--- src/rtl/lc3b_types.sv ---
// Shared LC-3b memory-side types and the cache arbiter state encoding.
// Used by cache_arbiter; behaviour selectable with CACHE_ARBITER_ROUND_ROBIN_EN.
package lc3b_types;

    typedef logic [15:0]  lc3b_word;
    typedef logic [127:0] lc3b_line;

    typedef enum logic [1:0] {
        IDLE    = 2'd0,
        SERVE_I = 2'd1,
        SERVE_D = 2'd2
    } arb_state_t;

endpackage

--- src/rtl/cache_arbiter_control.sv ---
// Grant FSM for the I/D cache arbiter: one transaction per grant, IDLE between grants.
// Define CACHE_ARBITER_ROUND_ROBIN_EN for alternating tie-break instead of fixed D priority.
module cache_arbiter_control
    import lc3b_types::*;
(
    input  logic clk,
    input  logic rst_n,
    input  logic i_icache_req,
    input  logic i_dcache_req,
    input  logic i_pmem_resp,
    output logic grant_i,
    output logic grant_d
);

    arb_state_t r_state;
    arb_state_t w_nextState;
    arb_state_t w_tieState;

    always_ff @(posedge clk) begin
        if (!rst_n) begin
            r_state <= IDLE;
        end else begin
            r_state <= w_nextState;
        end
    end

`ifdef CACHE_ARBITER_ROUND_ROBIN_EN
    logic r_lastGrantD;

    // Remember who won the most recent grant so a tie goes to the other side.
    always_ff @(posedge clk) begin
        if (!rst_n) begin
            r_lastGrantD <= 1'b0;
        end else if (r_state == IDLE && w_nextState != IDLE) begin
            r_lastGrantD <= (w_nextState == SERVE_D);
        end
    end

    assign w_tieState = r_lastGrantD ? SERVE_I : SERVE_D;
`else
    assign w_tieState = SERVE_D;
`endif

    always_comb begin
        w_nextState = r_state;
        grant_i     = 1'b0;
        grant_d     = 1'b0;
        case (r_state)
            IDLE: begin
                if (i_dcache_req && i_icache_req) begin
                    w_nextState = w_tieState;
                end else if (i_dcache_req) begin
                    w_nextState = SERVE_D;
                end else if (i_icache_req) begin
                    w_nextState = SERVE_I;
                end
            end
            // A dropped request is an abort and releases the grant like a response.
            SERVE_I: begin
                grant_i = 1'b1;
                if (i_pmem_resp || !i_icache_req) begin
                    w_nextState = IDLE;
                end
            end
            SERVE_D: begin
                grant_d = 1'b1;
                if (i_pmem_resp || !i_dcache_req) begin
                    w_nextState = IDLE;
                end
            end
            default: begin
                w_nextState = IDLE;
            end
        endcase
    end

endmodule

--- src/rtl/cache_arbiter.sv ---
// Shares one physical memory port between the I-cache and D-cache; datapath muxes only.
// CACHE_ARBITER_ROUND_ROBIN_EN selects round-robin tie-break inside cache_arbiter_control.
module cache_arbiter
    import lc3b_types::*;
#(
    parameter int LINE_WIDTH = 128
) (
    input  logic                  clk,
    input  logic                  rst_n,
    input  logic                  icache_pmem_read,
    input  logic [15:0]           icache_pmem_address,
    output logic [LINE_WIDTH-1:0] icache_pmem_rdata,
    output logic                  icache_pmem_resp,
    input  logic                  dcache_pmem_read,
    input  logic                  dcache_pmem_write,
    input  logic [15:0]           dcache_pmem_address,
    input  logic [LINE_WIDTH-1:0] dcache_pmem_wdata,
    output logic [LINE_WIDTH-1:0] dcache_pmem_rdata,
    output logic                  dcache_pmem_resp,
    output logic                  pmem_read,
    output logic                  pmem_write,
    output logic [15:0]           pmem_address,
    output logic [LINE_WIDTH-1:0] pmem_wdata,
    input  logic [LINE_WIDTH-1:0] pmem_rdata,
    input  logic                  pmem_resp
);

    logic     w_grantI;
    logic     w_grantD;
    logic     w_dReq;
    lc3b_word w_addr;

    assign w_dReq = dcache_pmem_read | dcache_pmem_write;

    cache_arbiter_control u_control (
        .clk          (clk),
        .rst_n        (rst_n),
        .i_icache_req (icache_pmem_read),
        .i_dcache_req (w_dReq),
        .i_pmem_resp  (pmem_resp),
        .grant_i      (w_grantI),
        .grant_d      (w_grantD)
    );

    // Memory side follows the granted requester; a simultaneous D read+write is a write.
    always_comb begin
        pmem_read  = 1'b0;
        pmem_write = 1'b0;
        w_addr     = '0;
        pmem_wdata = '0;
        if (w_grantI) begin
            pmem_read = icache_pmem_read;
            w_addr    = icache_pmem_address;
        end else if (w_grantD) begin
            pmem_read  = dcache_pmem_read & ~dcache_pmem_write;
            pmem_write = dcache_pmem_write;
            w_addr     = dcache_pmem_address;
            pmem_wdata = dcache_pmem_wdata;
        end
    end

    assign pmem_address = w_addr;

    assign icache_pmem_resp  = w_grantI & pmem_resp;
    assign dcache_pmem_resp  = w_grantD & pmem_resp;
    assign icache_pmem_rdata = w_grantI ? pmem_rdata : '0;
    assign dcache_pmem_rdata = w_grantD ? pmem_rdata : '0;

endmodule

--- config.mk ---
export PLATFORM = sky130hd
export DESIGN_NAME = cache_arbiter
export DESIGN_NICKNAME = d
export VERILOG_FILES = /design/src/rtl/lc3b_types.sv /design/src/rtl/cache_arbiter_control.sv /design/src/rtl/cache_arbiter.sv
export SDC_FILE = /design/constraint.sdc
export NUM_CORES = 1
export LEC_CHECK = 0
export CAP_MARGIN = 20
export CORE_AREA = 3 3 271 273
export DETAILED_ROUTE_END_ITERATION = 8
export DIE_AREA = 0 0 274 276
export PLACE_DENSITY_LB_ADDON = 0.1
export SLEW_MARGIN = 5
export SYNTH_ARGS = -nofsm -noshare
export SYNTH_HDL_FRONTEND = slang
export SYNTH_SLANG_ARGS = --single-unit
--- constraint.sdc ---
create_clock -name clk -period 1.2 [get_ports clk]
set_input_delay 0.18 -clock clk [delete_from_list [all_inputs] [get_ports clk]]
set_output_delay 0.18 -clock clk [all_outputs]
set_load 0.01 [all_outputs]
==> results of run 1 <==
-- worst max-delay path: cells and delay by family, from the launching register on --
kind                   cells  cell delay, ns
AND/OR/NAND/NOR            2            0.27
flip-flops                 1            0.31
buffers and inverters      7            0.87
-- metal layers --
metal / part of all wire / vias up
met4: 0.0088 / 0
li1: - / 3099
met5: 0 / -
met3: 0.078 / 18
met1: 0.37 / 2956
met2: 0.55 / 369
-- cell type report --
cell class | instances | area (um2)
fill | 7990 | 57060
timing repair buffer | 886 | 9630
multi-input combinational | 412 | 3361
tap | 950 | 1189
clock buffer | 3 | 75.07
sequential | 2 | 42.54
inverter | 2 | 7.507
-- path summary, 6_finish.rpt --
check,start,end,slack [ns],cells past startpoint
max,u_control.r_state[1],pmem_wdata[68],-0.68,9
min,dcache_pmem_write,u_control.r_state[0],0.43,4
max reg2reg,u_control.r_state[0],u_control.r_state[0],0.11,3
min reg2reg,u_control.r_state[1],u_control.r_state[0],0.51,2
-- synth_stat cells, drive strengths merged --
cell type / number / area (um2)
a2111oi: 1 / 8.760
a211oi: 1 / 7.510
a22o: 16 / 140.1
a32o: 1 / 10.01
and2: 387 / 2421
and2b: 1 / 7.510
buf: 7 / 58.80
clkbuf: 40 / 182.7
dfxtp: 2 / 40.04
inv: 2 / 7.510
nand2: 1 / 3.750
nand2b: 1 / 6.260
nor2: 1 / 3.750
nor2b: 1 / 6.260
or3: 1 / 6.260
-- cell families after synthesis --
logic type,count (synthesis)
simple gates,393
compound gates,19
buf+inv,49
flops,2
-- repair_timing --
| action | 4_1_cts | 5_1_grt |
|---|---|---|
| setup buffers | 51 | 81 |
| endpoints found under the setup margin | 404 | 406 |
| pin swaps | 50 | 139 |
| gates cloned | 19 | 18 |
| resized for setup | 959 | 1337 |
-- where the power goes --
part | internal [mW] | switching (mW) | leakage, nW
clock network | 0.424 | 0.0722 | 0.0370
logic | 3.36 | 1.76 | 6.56
registers | 0.0716 | 0.00319 | 0.0172
total | 3.85 | 1.83 | 6.61
-- per-stage QoR --
step / hold WS, ns / worst slack, ns
after floorplan: 0.2965 / -0.03752
after CTS: 0.5144 / -0.8415
after detailed placement: 0.5362 / -0.7486
final: 0.4299 / -0.6784
after global routing: 0.4850 / -0.7390
after global placement: 0.5602 / -0.7664
==> metrics.csv, run 1 <==
stage;metric;value;unit
clocking;clk slew on worst S/H paths;0.03;ns
clocking;H-tree Lvls;1;
clocking;Root Buffer;clkbuf_16;
finish;most frequent cells in the layout;341 x buf_6, 291 x clkdlybuf4s50_1, 282 x and2_4;
run;total of max-cap violations;0;
finish;non-filler cells, final;2255;
synth;Synth Area in Simple Gates;0.8435;
run_status;failing checks;setup timing;
finish;area growth from synthesis to layout;391.5;%
clocking;TritonCTS clock tree;built;
power_and_ir_drop;peak supply drop;283.1;uV
routing;Pre-Repair DR Iteration Count;4;
global_route;largest net degree at the start of global routing;28;
global_route;initial antenna violation count;2;
finish;proportion of layout cells with a drive suffix above 1;0.6774;
place;DP HPWL;31790;um
synth;Yosys reg bits;2;
synth;multiplexer share of the synthesized area;0;
timing;Slew Limit Headroom;0.7680;
power_and_ir_drop;P per Cell Area;397.6;mW/mm2
global_route;grt ovf;0;
synth;Syn. warnings;0;
routing;initial drt markers;109;
die;die height;276;um
global_route;GR Util met3;0.02369;
timing;final worst path period share;1.565;
die;total die area;0.07562;mm2
routing;Vias;6442;
place;port buffer count;697;
place;GPL Wtd Cong;0.7404;
synth;synth unique cells;18;
global_route;first-pass GRT wire length;52440;um
timing;Slew Limit Fails;0;
die;Ports;698;
critical_path;Worst Path Max Fanout;6;
clocking;hold_buf cts;0;
critical_path;worst path required time;1.02;ns
critical_path;CP arrival;1.70;ns
global_route;met1 GRT Util;0.1023;
synth;post-synthesis xor/xnor area fraction;0;
place;Post-Place Cells;2101;
routing;DR DRC count;0;
finish;largest reg by FF count;u_control.r_state;
clocking;Max clock buf depth;2;
synth;sequential area share after synthesis;0.01376;
critical_path;CP Class;flop to output pin;
die;FP Rows;98;
run_status;status;finished with violations;
clocking;total CTS buffers;3;
routing;Avg WL per Cell;18.59;um
critical_path;Crit path top cell by count;buf_6;
timing;Tmin final;1.878;ns
routing;Final ANT Viol Nets;0;
finish;Largest regs;u_control.r_state x2;
timing;clock skew;0.001462;ns
finish;final core utilization;0.2005;
global_route;Total Routing Usage GR;0.09613;
timing;fmax;0.5324;GHz
routing;drt total wl;41920;um
die;core area;0.07136;mm2
critical_path;crit-path cells;nor2b_4 -> buf_6 -> buf_16 -> buf_16 -> buf_6 -> buf_8 -> buf_6 -> and2_4 -> buf_6;
place;Placed Area;0.01134;mm2
global_route;grt peak-use layer;met2;
global_route;vias in the first global route;6371;
finish;commonest non-fill, non-tap cell in the layout;buf_6;
finish;nets@finish;1601;
finish;Largest register FFs;2;
finish;Final Cell Area;0.01431;mm2
timing;RSZ-0062 raised after global routing;true;
finish;ANT cells;0;
synth;Synth Area in Compound Gates;0.05718;
critical_path;critical path endpoint category;output pin;
timing;Fin Setup TNS;-194.05;ns
timing;Worst Slack Setup Final;-0.6784;ns
synth;Synth Area in Adders;0;
synth;Synth Instances;463;
worst_hold_path;Hold Path Class;primary input to flop;
timing;Hold Fails Final Rpt;0;
global_route;GR Util met2;0.1929;
routing;Vias/cell;2.857;
critical_path;Max stage delay cell, worst path;dfxtp_2;
die;Initial Util;0.04078;
synth;mean post-synth cell area;6.286;um2
synth;largest family of logic cells by synthesized area;simple AND/OR/NAND/NOR gates;
timing;setup violators final;404;
timing;worst-margin pin slew;0.3471;ns
critical_path;Critical Path Start Type;flop;
critical_path;CP max stage delay;0.31;ns
power_and_ir_drop;Power Total;5.687;mW
synth;Synth Cell Area;0.002910;mm2
synth;Post-Syn Nets;757;
clocking;CTS Sinks;2;
clocking;clock insertion delay at the later pin of the skew report;0.22;ns
die;Die W;274;um
power_and_ir_drop;Leak;6.614;nW
Power figures use the tool's default switching activity.
==> inputs of run 2 (changes only) <==
--- a/config.mk
+++ b/config.mk
@@ -9,6 +9,7 @@
 export CORE_AREA = 3 3 271 273
 export DETAILED_ROUTE_END_ITERATION = 8
 export DIE_AREA = 0 0 274 276
+export GPL_TIMING_DRIVEN = 1
 export PLACE_DENSITY_LB_ADDON = 0.1
 export SLEW_MARGIN = 5
 export SYNTH_ARGS = -nofsm -noshare
==> constraint.sdc (replaced) <==
create_clock -name clk -period 2.29 [get_ports clk]
set_input_delay 0.3435 -clock clk [delete_from_list [all_inputs] [get_ports clk]]
set_output_delay 0.3435 -clock clk [all_outputs]
set_load 0.01 [all_outputs]
==> metrics.csv, run 2 (synthesis gave the netlist of run 1 again) <==
stage;metric;value;unit;change
run_status;status;complete, no violations;;
critical_path;CP Class;flop to output pin;;
routing;Vias;5661;;-12%
clocking;TritonCTS clock tree;built;;
finish;largest reg by FF count;u_control.r_state;;
routing;initial drt markers;107;;-1.8%
die;core area;0.07136;mm2;unchanged
power_and_ir_drop;Power Total;2.093;mW;-63%
timing;Slew Limit Fails;0;;unchanged
die;Die W;274;um;unchanged
timing;setup violators final;0;;-100%
global_route;initial antenna violation count;5;;+3
timing;Tmin final;2.243;ns;
critical_path;CP max stage delay;0.53;ns;+0.22 ns
critical_path;critical path endpoint category;output pin;;
timing;fmax;0.4458;GHz;
power_and_ir_drop;peak supply drop;128.2;uV;-55%
die;total die area;0.07562;mm2;unchanged
routing;DR DRC count;0;;unchanged
critical_path;Worst Path Max Fanout;26;;+20
power_and_ir_drop;P per Cell Area;175.1;mW/mm2;-56%
finish;area growth from synthesis to layout;310.7;%;
routing;Avg WL per Cell;17.15;um;-7.8%
die;die height;276;um;unchanged
die;FP Rows;98;;unchanged
finish;Largest regs;u_control.r_state x2;;
clocking;clk slew on worst S/H paths;0.03;ns;about the same
place;port buffer count;697;;unchanged
global_route;largest net degree at the start of global routing;51;;+82%
timing;Hold Fails Final Rpt;0;;unchanged
clocking;clock insertion delay at the later pin of the skew report;0.22;ns;about the same
finish;nets@finish;1453;;-9.2%
clocking;total CTS buffers;3;;unchanged
timing;clock skew;0.0005394;ns;-0.0009230 ns
finish;most frequent cells in the layout;386 x and2_1, 382 x clkdlybuf4s50_1, 204 x dlymetal6s2s_1;;
place;DP HPWL;30020;um;-5.6%
critical_path;Max stage delay cell, worst path;clkdlybuf4s50_1;;
power_and_ir_drop;Leak;7.963;nW;+20%
timing;final worst path period share;0.9795;;
finish;fillcell total;8166;;+2.2%
routing;Final ANT Viol Nets;0;;unchanged
finish;proportion of layout cells with a drive suffix above 1;0.05704;;-0.6204
timing;worst-margin pin slew;0.3677;ns;+0.02055 ns
clocking;Root Buffer;clkbuf_16;;
critical_path;worst path required time;1.95;ns;+0.93 ns
critical_path;WP buf/inv;4;;-3
routing;Vias/cell;2.679;;-6.2%
finish;final core utilization;0.1675;;-0.03298
clocking;CTS Sinks;2;;unchanged
critical_path;cell family with most CP delay;buffers and inverters;;
finish;commonest non-fill, non-tap cell in the layout;and2_1;;
global_route;Total Routing Usage GR;0.08624;;-0.009887
global_route;vias in the first global route;5649;;-11%
critical_path;crit-path cells;nor2b_4 -> buf_4 -> buf_12 -> buf_16 -> and2_1 -> clkdlybuf4s50_1;;
clocking;Max clock buf depth;2;;unchanged
clocking;H-tree Lvls;1;;unchanged
finish;Largest register FFs;2;;unchanged
timing;Slew Limit Headroom;0.7485;;-0.01945
worst_hold_path;Hold Path Class;flop to flop;;
global_route;first-pass GRT wire length;46400;um;-12%
die;Ports;698;;unchanged
run;total of max-cap violations;0;;unchanged
critical_path;CP arrival;1.90;ns;+0.20 ns
clocking;hold_buf cts;0;;unchanged
routing;Pre-Repair DR Iteration Count;4;;unchanged
routing;drt total wl;36230;um;-14%
place;GPL Wtd Cong;0.7893;;+6.6%
global_route;grt ovf;0;;unchanged
die;Initial Util;0.04078;;unchanged
timing;RSZ-0062 raised after global routing;true;;
critical_path;Critical Path Start Type;flop;;
-- run 2: cell count changes in the layout (fill, tap and decap cells not counted), sizes merged --
cell	previous run	this run
clkdlybuf4s50	291	382
dlymetal6s2s	3	204
bufbuf	0	3
dlygate4sd2	0	92
diode	0	6
clkdlybuf4s15	0	1
buf	524	34
clkbuf	71	25
-- run 2: worst paths after layout --
check	slack, ns	cells past startpoint	from	to
worst max-delay path	0.05	6	u_control.r_state[1]	pmem_wdata[43]
worst min-delay path	0.47	1	u_control.r_state[1]	u_control.r_state[0]
worst max register to register	1.23	2	u_control.r_state[0]	u_control.r_state[0]
worst min register to register	0.47	1	u_control.r_state[1]	u_control.r_state[0]
-- run 2: metal layers --
layer,routed length (um),track usage
met5,0,0
met4,207,0.01184
met3,2881,0.02482
met2,20300,0.1780
met1,12840,0.08455
-- run 2: through the flow --
step	hold slack, ns	instances	cell area, um2	setup WS, ns	setup TNS (ns)
after floorplan	0.4159	463	2910	0.8890	0
after global placement	0.4558	2085	11180	0.01243	0
after detailed placement	0.4548	2085	11180	0.04053	0
after CTS	0.4568	2093	11290	-0.01269	-0.02031
after global routing	0.4777	2109	11940	-0.01021	-0.07335
final	0.4657	2113	11950	0.04686	0
-- run 2: report_power, final --
part	leakage, nW	internal, mW	switching, mW
logic	7.91	1.12	0.670
registers	0.0170	0.0372	0.00212
clock network	0.0370	0.222	0.0380
-- run 2: timing repair --
action / CTS / global route
endpoints found under the setup margin: 169 / 185
hold endpoints to repair: 0 / 0
resized for setup: 119 / 245
gates cloned: 4 / 4
setup buffers: 1 / 10
-- run 2: layout make-up --
cell class / instances / area (um2) / share of cell area
Antenna cell: 6 / 15.01 / 0.001256
Timing Repair Buffer: 738 / 7991 / 0.6687
Inverter: 2 / 7.507 / 0.0006281
Sequential cell: 2 / 41.29 / 0.003455
Multi-Input combinational cell: 412 / 2633 / 0.2203
Clock buffer: 3 / 75.07 / 0.006281
Tap cell: 950 / 1189 / 0.09946
